===== config.mk =====
export PLATFORM = sky130hd
export DESIGN_NAME = popcount_stream
export DESIGN_NICKNAME = d
export VERILOG_FILES = /design/src/rtl/popcount_stream_pkg.sv /design/src/rtl/popcount_chunk_pipe.sv /design/src/rtl/popcount_stream.sv
export SDC_FILE = /design/constraint.sdc
export NUM_CORES = 1
export LEC_CHECK = 0
export BUFFER_PORTS_ARGS = -buffer_cell sky130_fd_sc_hd__buf_4
export CAP_MARGIN = 25
export CORE_UTILIZATION = 25
export CTS_CLUSTER_SIZE = 10
export DETAILED_ROUTE_END_ITERATION = 8
export GPL_TIMING_DRIVEN = 0
export SLEW_MARGIN = 20
export SYNTH_ARGS = -nofsm -noshare
export SYNTH_HDL_FRONTEND = slang
export SYNTH_SLANG_ARGS = --single-unit

===== constraint.sdc =====
create_clock -name clk_i -period 43.9 [get_ports clk_i]
set_clock_uncertainty 0.1 [all_clocks]
set_input_delay 8.78 -clock clk_i [delete_from_list [all_inputs] [get_ports clk_i]]
set_output_delay 8.78 -clock clk_i [all_outputs]
set_load 0.1 [all_outputs]

===== src/rtl/popcount_stream_pkg.sv =====
// Shared types and helpers for the streaming population counter.
// Holds the count mode, the partial-sum width rule and the saturating add.
package popcount_stream_pkg;

  typedef enum logic {
    COUNT_ONES  = 1'b0,
    COUNT_ZEROS = 1'b1
  } mode_t;

  // Widest accumulator the saturating adder supports.
  localparam int unsigned ACC_MAX_W = 64;

  // Bits needed to hold a count of 0..width inclusive.
  function automatic int unsigned psum_width(input int unsigned width);
    return $clog2(width) + 1;
  endfunction

  // Returns {ovf, sum}; sum clamps to 2^acc_width-1 when the true sum exceeds it.
  function automatic logic [ACC_MAX_W:0] sat_add(input logic [ACC_MAX_W-1:0] a,
                                                 input logic [ACC_MAX_W-1:0] b,
                                                 input int unsigned          acc_width);
    logic [ACC_MAX_W:0] lim;
    logic [ACC_MAX_W:0] sum;
    if (acc_width >= ACC_MAX_W) lim = {1'b0, {ACC_MAX_W{1'b1}}};
    else lim = ((ACC_MAX_W+1)'(1) << acc_width) - (ACC_MAX_W+1)'(1);
    sum = {1'b0, a} + {1'b0, b};
    if (sum > lim) return {1'b1, lim[ACC_MAX_W-1:0]};
    return {1'b0, sum[ACC_MAX_W-1:0]};
  endfunction

endpackage


===== src/rtl/popcount_chunk_pipe.sv =====
// Chunked popcount pipeline: stage k adds the ones in chunk k-1 to a running
// partial sum, carrying only the still-uncounted upper chunks forward.
module popcount_chunk_pipe
  import popcount_stream_pkg::*;
#(
  parameter int unsigned WIDTH         = 128,
  parameter int unsigned PIPELINE_SIZE = 16,
  parameter int unsigned PSW           = psum_width(WIDTH)
) (
  input  logic             clk_i,
  input  logic             arst_n_i,
  input  logic             en_i,
  input  logic             in_val_i,
  input  logic             in_first_i,
  input  logic             in_last_i,
  input  logic [WIDTH-1:0] in_data_i,
  output logic             out_val_o,
  output logic             out_first_o,
  output logic             out_last_o,
  output logic [PSW-1:0]   out_cnt_o
);

  localparam int unsigned PC = WIDTH / PIPELINE_SIZE;

  function automatic logic [PSW-1:0] chunk_count(input logic [PIPELINE_SIZE-1:0] chunk);
    logic [PSW-1:0] n;
    n = '0;
    for (int i = 0; i < int'(PIPELINE_SIZE); i++) n = n + PSW'(chunk[i]);
    return n;
  endfunction

  for (genvar k = 1; k <= int'(PC); k++) begin : g_stage
    localparam int unsigned IN_W = WIDTH - (k - 1) * PIPELINE_SIZE;

    logic [IN_W-1:0] d_in;
    logic [PSW-1:0]  s_in;
    logic            v_in, f_in, l_in;
    logic [PSW-1:0]  psum_q;
    logic            val_q, first_q, last_q;

    if (k == 1) begin : g_head
      assign d_in = in_data_i;
      assign s_in = '0;
      assign v_in = in_val_i;
      assign f_in = in_first_i;
      assign l_in = in_last_i;
    end else begin : g_link
      assign d_in = g_stage[k-1].g_rest.rest_q;
      assign s_in = g_stage[k-1].psum_q;
      assign v_in = g_stage[k-1].val_q;
      assign f_in = g_stage[k-1].first_q;
      assign l_in = g_stage[k-1].last_q;
    end

    // NOTE: sequential state uses <= so every stage samples the previous
    // stage's old value on the same edge, regardless of block order.
    always_ff @(posedge clk_i or negedge arst_n_i) begin
      if (!arst_n_i) val_q <= 1'b0;
      else if (en_i) val_q <= v_in;
    end

    // NOTE: only valid bits are reset; payload is qualified by valid, so
    // leaving it unreset saves reset routing without changing behaviour.
    always_ff @(posedge clk_i) begin
      if (en_i) begin
        psum_q  <= s_in + chunk_count(d_in[PIPELINE_SIZE-1:0]);
        first_q <= f_in;
        last_q  <= l_in;
      end
    end

    if (k < int'(PC)) begin : g_rest
      logic [IN_W-PIPELINE_SIZE-1:0] rest_q;
      always_ff @(posedge clk_i) begin
        if (en_i) rest_q <= d_in[IN_W-1:PIPELINE_SIZE];
      end
    end
  end

  assign out_val_o   = g_stage[PC].val_q;
  assign out_first_o = g_stage[PC].first_q;
  assign out_last_o  = g_stage[PC].last_q;
  assign out_cnt_o   = g_stage[PC].psum_q;

endmodule


===== src/rtl/popcount_stream.sv =====
// Streaming popcount with packet accumulation, count-zeros mode, saturation
// and full backpressure; one result per packet, emitted on its last beat.
module popcount_stream
  import popcount_stream_pkg::*;
#(
  parameter int unsigned WIDTH         = 128,
  parameter int unsigned PIPELINE_SIZE = 16,
  parameter int unsigned ACC_WIDTH     = 32
) (
  input  logic                 clk_i,
  input  logic                 arst_n_i,
  input  logic [WIDTH-1:0]     data_i,
  input  logic                 data_val_i,
  input  logic                 data_first_i,
  input  logic                 data_last_i,
  input  logic                 mode_i,
  output logic                 data_ready_o,
  output logic [ACC_WIDTH-1:0] data_o,
  output logic                 ovf_o,
  output logic                 data_val_o,
  input  logic                 data_ready_i
);

  localparam int unsigned PSW = psum_width(WIDTH);

  if (WIDTH % PIPELINE_SIZE != 0) begin : g_bad_width
    $error("popcount_stream: WIDTH must be a multiple of PIPELINE_SIZE");
  end
  if (ACC_WIDTH < PSW || ACC_WIDTH > ACC_MAX_W) begin : g_bad_acc
    $error("popcount_stream: ACC_WIDTH must be in [clog2(WIDTH)+1, 64]");
  end

  // The whole pipeline freezes while a result waits on the consumer.
  logic en;
  assign en           = !(data_val_o && !data_ready_i);
  assign data_ready_o = en;

  mode_t            mode_q, beat_mode;
  logic             s0_val, s0_first, s0_last;
  logic [WIDTH-1:0] s0_data;

  assign beat_mode = data_first_i ? mode_t'(mode_i) : mode_q;

  always_ff @(posedge clk_i or negedge arst_n_i) begin
    if (!arst_n_i) begin
      s0_val <= 1'b0;
      mode_q <= COUNT_ONES;
    end else if (en) begin
      s0_val <= data_val_i;
      if (data_val_i && data_first_i) mode_q <= mode_t'(mode_i);
    end
  end

  always_ff @(posedge clk_i) begin
    if (en) begin
      s0_data  <= (beat_mode == COUNT_ZEROS) ? ~data_i : data_i;
      s0_first <= data_first_i;
      s0_last  <= data_last_i;
    end
  end

  logic           p_val, p_first, p_last;
  logic [PSW-1:0] p_cnt;

  popcount_chunk_pipe #(
    .WIDTH         (WIDTH),
    .PIPELINE_SIZE (PIPELINE_SIZE),
    .PSW           (PSW)
  ) u_pipe (
    .clk_i       (clk_i),
    .arst_n_i    (arst_n_i),
    .en_i        (en),
    .in_val_i    (s0_val),
    .in_first_i  (s0_first),
    .in_last_i   (s0_last),
    .in_data_i   (s0_data),
    .out_val_o   (p_val),
    .out_first_o (p_first),
    .out_last_o  (p_last),
    .out_cnt_o   (p_cnt)
  );

  logic [ACC_WIDTH-1:0] acc_q, acc_base, beat_sum, fin_cnt_q;
  logic                 acc_ovf_q, beat_ovf, fin_val_q, fin_ovf_q;
  logic [ACC_MAX_W:0]   sum_ext;

  // NOTE: every always_comb output gets a default first, so no path can
  // leave it unassigned and infer a latch.
  always_comb begin
    acc_base = p_first ? '0 : acc_q;
    sum_ext  = sat_add(ACC_MAX_W'(acc_base), ACC_MAX_W'(p_cnt), ACC_WIDTH);
    beat_sum = sum_ext[ACC_WIDTH-1:0];
    beat_ovf = sum_ext[ACC_MAX_W] | (!p_first && acc_ovf_q);
  end

  // Upper sum bits are zero by construction once clamped to ACC_WIDTH.
  if (ACC_WIDTH < ACC_MAX_W) begin : g_hi
    logic unused_hi;
    assign unused_hi = |sum_ext[ACC_MAX_W-1:ACC_WIDTH];
  end

  always_ff @(posedge clk_i or negedge arst_n_i) begin
    if (!arst_n_i) begin
      acc_q      <= '0;
      acc_ovf_q  <= 1'b0;
      fin_val_q  <= 1'b0;
      fin_cnt_q  <= '0;
      fin_ovf_q  <= 1'b0;
      data_val_o <= 1'b0;
      data_o     <= '0;
      ovf_o      <= 1'b0;
    end else if (en) begin
      fin_val_q <= p_val && p_last;
      if (p_val) begin
        if (p_last) begin
          acc_q     <= '0;
          acc_ovf_q <= 1'b0;
          fin_cnt_q <= beat_sum;
          fin_ovf_q <= beat_ovf;
        end else begin
          acc_q     <= beat_sum;
          acc_ovf_q <= beat_ovf;
        end
      end
      data_val_o <= fin_val_q;
      if (fin_val_q) begin
        data_o <= fin_cnt_q;
        ovf_o  <= fin_ovf_q;
      end
    end
  end

endmodule


# Yosys cells after proc, flatten, opt, wreduce, memory -nomap -nowiden
# Index checks and enable logic that the tools add are counted.
# totals
register_bits,769
inputBits,135
output_inout_bits,35
wordCells,203
# op_classes
n_addsub,128
magnitude_cmp,1
n_mux,8
n_bitwise,3
n_reduce_logical,11
# ops
cell,n
8-bit by 1-bit adder with 8-bit output,112
65-bit 2-to-1 mux,2
128-bit 2-to-1 mux,1
128-bit NOT,1
32-bit 2-to-1 mux,2
8-bit adder,7
32-bit by 8-bit adder with 33-bit output,1
33-bit by 32-bit > comparator with 1-bit output (second input constant),1
1-bit by 1-bit adder with 2-bit output,8
2-bit AND reduction,3
1-bit logical AND,4
1-bit zero test,3
1-bit 2-to-1 mux,3
3-bit AND reduction,1
1-bit NOT,1
1-bit bitwise OR,1

# Depth between registers and ports, before layout
# depth
word_depth,16
depth_mapped,18
ltp_nobuf,18

# By module
# Synthesis repeated with hierarchy kept, for this count alone.
# unflattened
cells_unflattened,1892
area_unflattened_um2,31103.6
# by_module_without_submodules
module,instances,cells_per_inst,area_per_inst_um2,seq_area_each_um2
popcount_chunk_pipe,1,1087,20696.1,15935.3
popcount_stream,1,805,10407.5,6481.2

# Worst setup path before layout
# Ideal clock, no wire load.
# synth_path
path_kind,input-to-output
startpoint,input data_ready_i
endpoint,output data_ready_o
t_arrival_ps,27689
required_time_ps,35020
setup_slack_ps,7331
cell_stages,3
path_buffers,2
cell_sequence,nand2b_1 clkbuf_1 buf_1
# synth_between
elab_chain_cells,3
# synth_rtl
element,line,text
"start, declared",popcount_stream.sv:21,input logic data_ready_i
1-bit zero test,popcount_stream.sv:35,assign en = !(data_val_o && !data_ready_i);
1-bit logical AND,popcount_stream.sv:35,
1-bit zero test,popcount_stream.sv:35,
"end, declared",popcount_stream.sv:17,"output logic data_ready_o,"
# Every way passes these cells.

# Worst setup path in the final report
# Ends and elaborated chain as after synthesis.

==> summary.md <==
| Metric | Value |
|---|---|
| Count leader, synth | `edfxtp_1` |
| Mapped cell area | `0.0311 mm^2` |
| DRT antenna net count | `0` |
| Layout cells sized above 1 | `17.0%` |
| CTS Root Cell | `clkbuf_16` |
| Routed vias | `14900` |
| Post-Syn Instances | `1864` |
| CTS buffer count | `92` |
| Vias in the first global route | `15400` |
| Hold_buf cts | `0` |
| Wire per inst | `14.4 um` |
| Required @ worst endpoint | `35.02 ns` |
| Critical path fanouts, max | `35` |
| Ant. Diodes | `0` |
| Avg Synthesized Cell Area | `16.7 um^2` |
| Nets | `2493` |
| Slew @ Worst Pin | `0.953 ns` |
| All-Layer GR Usage | `8.93%` |
| Clk slew on worst S/H paths | `0.06 ns` |
| Post-synth EDFFs | `654` |
| Synth unique cells | `57` |
| Register-to-Register Path Depth | `13` |
| Die Wd | `355 um` |
| Final period util | `46.2%` |
| Post-cts resize count | `0` |
| Vias/cell | `3.88` |
| Die height | `355 um` |
| Worst Hold Depth | `0` |
| Seq/Total Area, Yosys | `72.0%` |
| Skew-Pair Late Insertion Delay | `0.67 ns` |
| Clock sink total | `765` |
| Final core utilization | `30.5%` |
| CTS tree | `yes` |
| Ports | `170` |
| Largest net degree at the start of global routing | `71` |
| Setup crit start kind | `primary input` |
| Synth area leader | `edfxtp_1` |
| First-pass detailed-route iteration total | `5` |
| Commonest cells in the netlist | `edfxtp_1 (654), inv_1 (210), xnor2_1 (173), ha_1 (117), dfrtp_1 (111)` |
| CP Capture Type | `output port` |
| Cell Rows | `129` |
| Hold Vio Cnt, Final | `0` |
| Max transition margin | `36.5%` |
| RSZ-0062 raised after global routing | `false` |
| Arr. time, crit path | `11.38 ns` |
| Core ar. | `0.124 mm^2` |
| Area contributors post-synth | `edfxtp_1 (63%), dfrtp_1 (8.9%), fa_1 (5.7%)` |
| Initial Util | `25.2%` |
| Post-synthesis async set-or-reset flop share | `14.5%` |
| Clock Tree Buf Depth | `3` |
| Total gr overflow | `0` |
| Buffers on Ports | `169` |
| Die area | `0.126 mm^2` |
| Area growth syn-to-layout | `21.2%` |
| Synth Flop Type | `edfxtp_1` |
| DR DRC count | `0` |
| Post-synth top area share | `63.1%` |
| Global-route wire length before repair | `86500 um` |
| Total wire length | `55200 um` |
| Initial antenna violation count | `1` |
| Setup violators final | `0` |
| Synthesis-stage register bit count | `765` |
| Min Tclk post-route | `20.26 ns` |
| Post-synthesis net count | `2204` |
| Max cap viols | `0` |
| Kind of critical path | `primary input to output port` |
| Status | `completed` |
| H-tree depth | `3` |
| HPWL Detailed | `38500 um` |
| Hold crit path type | `flip-flop to flip-flop` |
| Post-CTS Setup Bufs | `0` |
| Syn. warnings | `0` |
| GPL Wtd Cong | `0.780` |
| Highest clock rate | `49.4 MHz` |
| Slew Limit Fails | `0` |
| Initial DRC count | `887` |
-- flip-flops by register name, summed over array words and instances (netlist names), 7 cells and up --
register	cells
acc_q	32
u_pipe.g_stage.psum_q	52
u_pipe.g_stage.first_q	7
u_pipe.g_stage.last_q	7
u_pipe.out_cnt_o	8
s0_data	128
fin_cnt_q	32
data_o	32
u_pipe.g_stage.g_rest.rest_q	448
u_pipe.g_stage.val_q	7
-- per-layer routing --
metal	wire length, um	part of all wire [%]	track usage [%]	up-vias
met3	2550	4.6	2.06	94
met2	25800	47	14.4	315
met1	25300	46	11.5	7266
met5	13	0.024	0	-
met4	1510	2.7	3.59	2
li1	-	-	-	7175
-- logic make-up after synthesis --
| family | Yosys count | share of synthesized area (%) |
|---|---|---|
| compound gates | 194 | 4.02 |
| flops | 765 | 72.0 |
| fa+ha+maj | 205 | 10.4 |
| xor+xnor | 185 | 5.21 |
| mux | 56 | 1.99 |
| buf+inv | 255 | 3.10 |
| simple gates | 204 | 3.29 |
-- final cells by class --
class                      count  area, um^2
multi-input combinational    844        7750
clock inverter                22         317
tap                         1637        2050
inverter                     211         792
fill                       12300       85900
sequential                   765       22400
timing repair buffer         195        1840
clock buffer                 110        2370
buffer                        44         175
-- worst max-delay path, stage by stage --
cell and delay, ns:
buf_4 0.07, nand2b_1 0.08, clkbuf_1 0.28, buf_2 0.63, buf_12 0.28, buf_16 0.19
buf_12 0.21, buf_12 0.22, buf_12 0.23, buf_4 0.33
-- placed cells by master, fill, tap and decap left out, drive strengths merged, types with 25 or more instances in the layout --
master  count
buf       211
clkbuf    138
nand2      58
fa         88
dfrtp     111
mux2       46
a21o       29
edfxtp    654
o21ai      28
nor2b      25
inv       214
xnor2     173
nor2       49
ha        117
a21oi      71
-- final timing paths --
kind                                                          startpoint                                            end  slack (ns)
setup / recovery                                            data_ready_i                                   data_ready_o       23.64
hold reg to reg            u_pipe.g_stage[5].g_rest.rest_q[33]$_DFFE_PN_  u_pipe.g_stage[6].g_rest.rest_q[17]$_DFFE_PN_        0.29
max in group asynchronous                                       arst_n_i                       fin_cnt_q[4]$_DFFE_PN0P_       35.04
hold / removal             u_pipe.g_stage[5].g_rest.rest_q[33]$_DFFE_PN_  u_pipe.g_stage[6].g_rest.rest_q[17]$_DFFE_PN_        0.29
setup reg to reg                            u_pipe.out_first_o$_DFFE_PN_                      fin_cnt_q[23]$_DFFE_PN0P_       39.19
min in group asynchronous                                       arst_n_i                          acc_q[22]$_DFFE_PN0P_        7.94
-- metrics by stage --
step	hold WS (ns)	TNS [ns]	setup slack [ns]	instance area, um^2	instances
floorplan	0.300	0	7.33	31100	1864
global placement	0.301	-2.13	-2.13	34400	3670
detailed placement	0.305	0	23.58	35000	3695
CTS	0.281	0	23.58	37700	3827
global route	0.287	0	23.42	37700	3828
finish	0.286	0	23.64	37700	3828
Power is not shown: default switching activity piles up to over one toggle a cycle in this logic, so the estimate is an artifact.
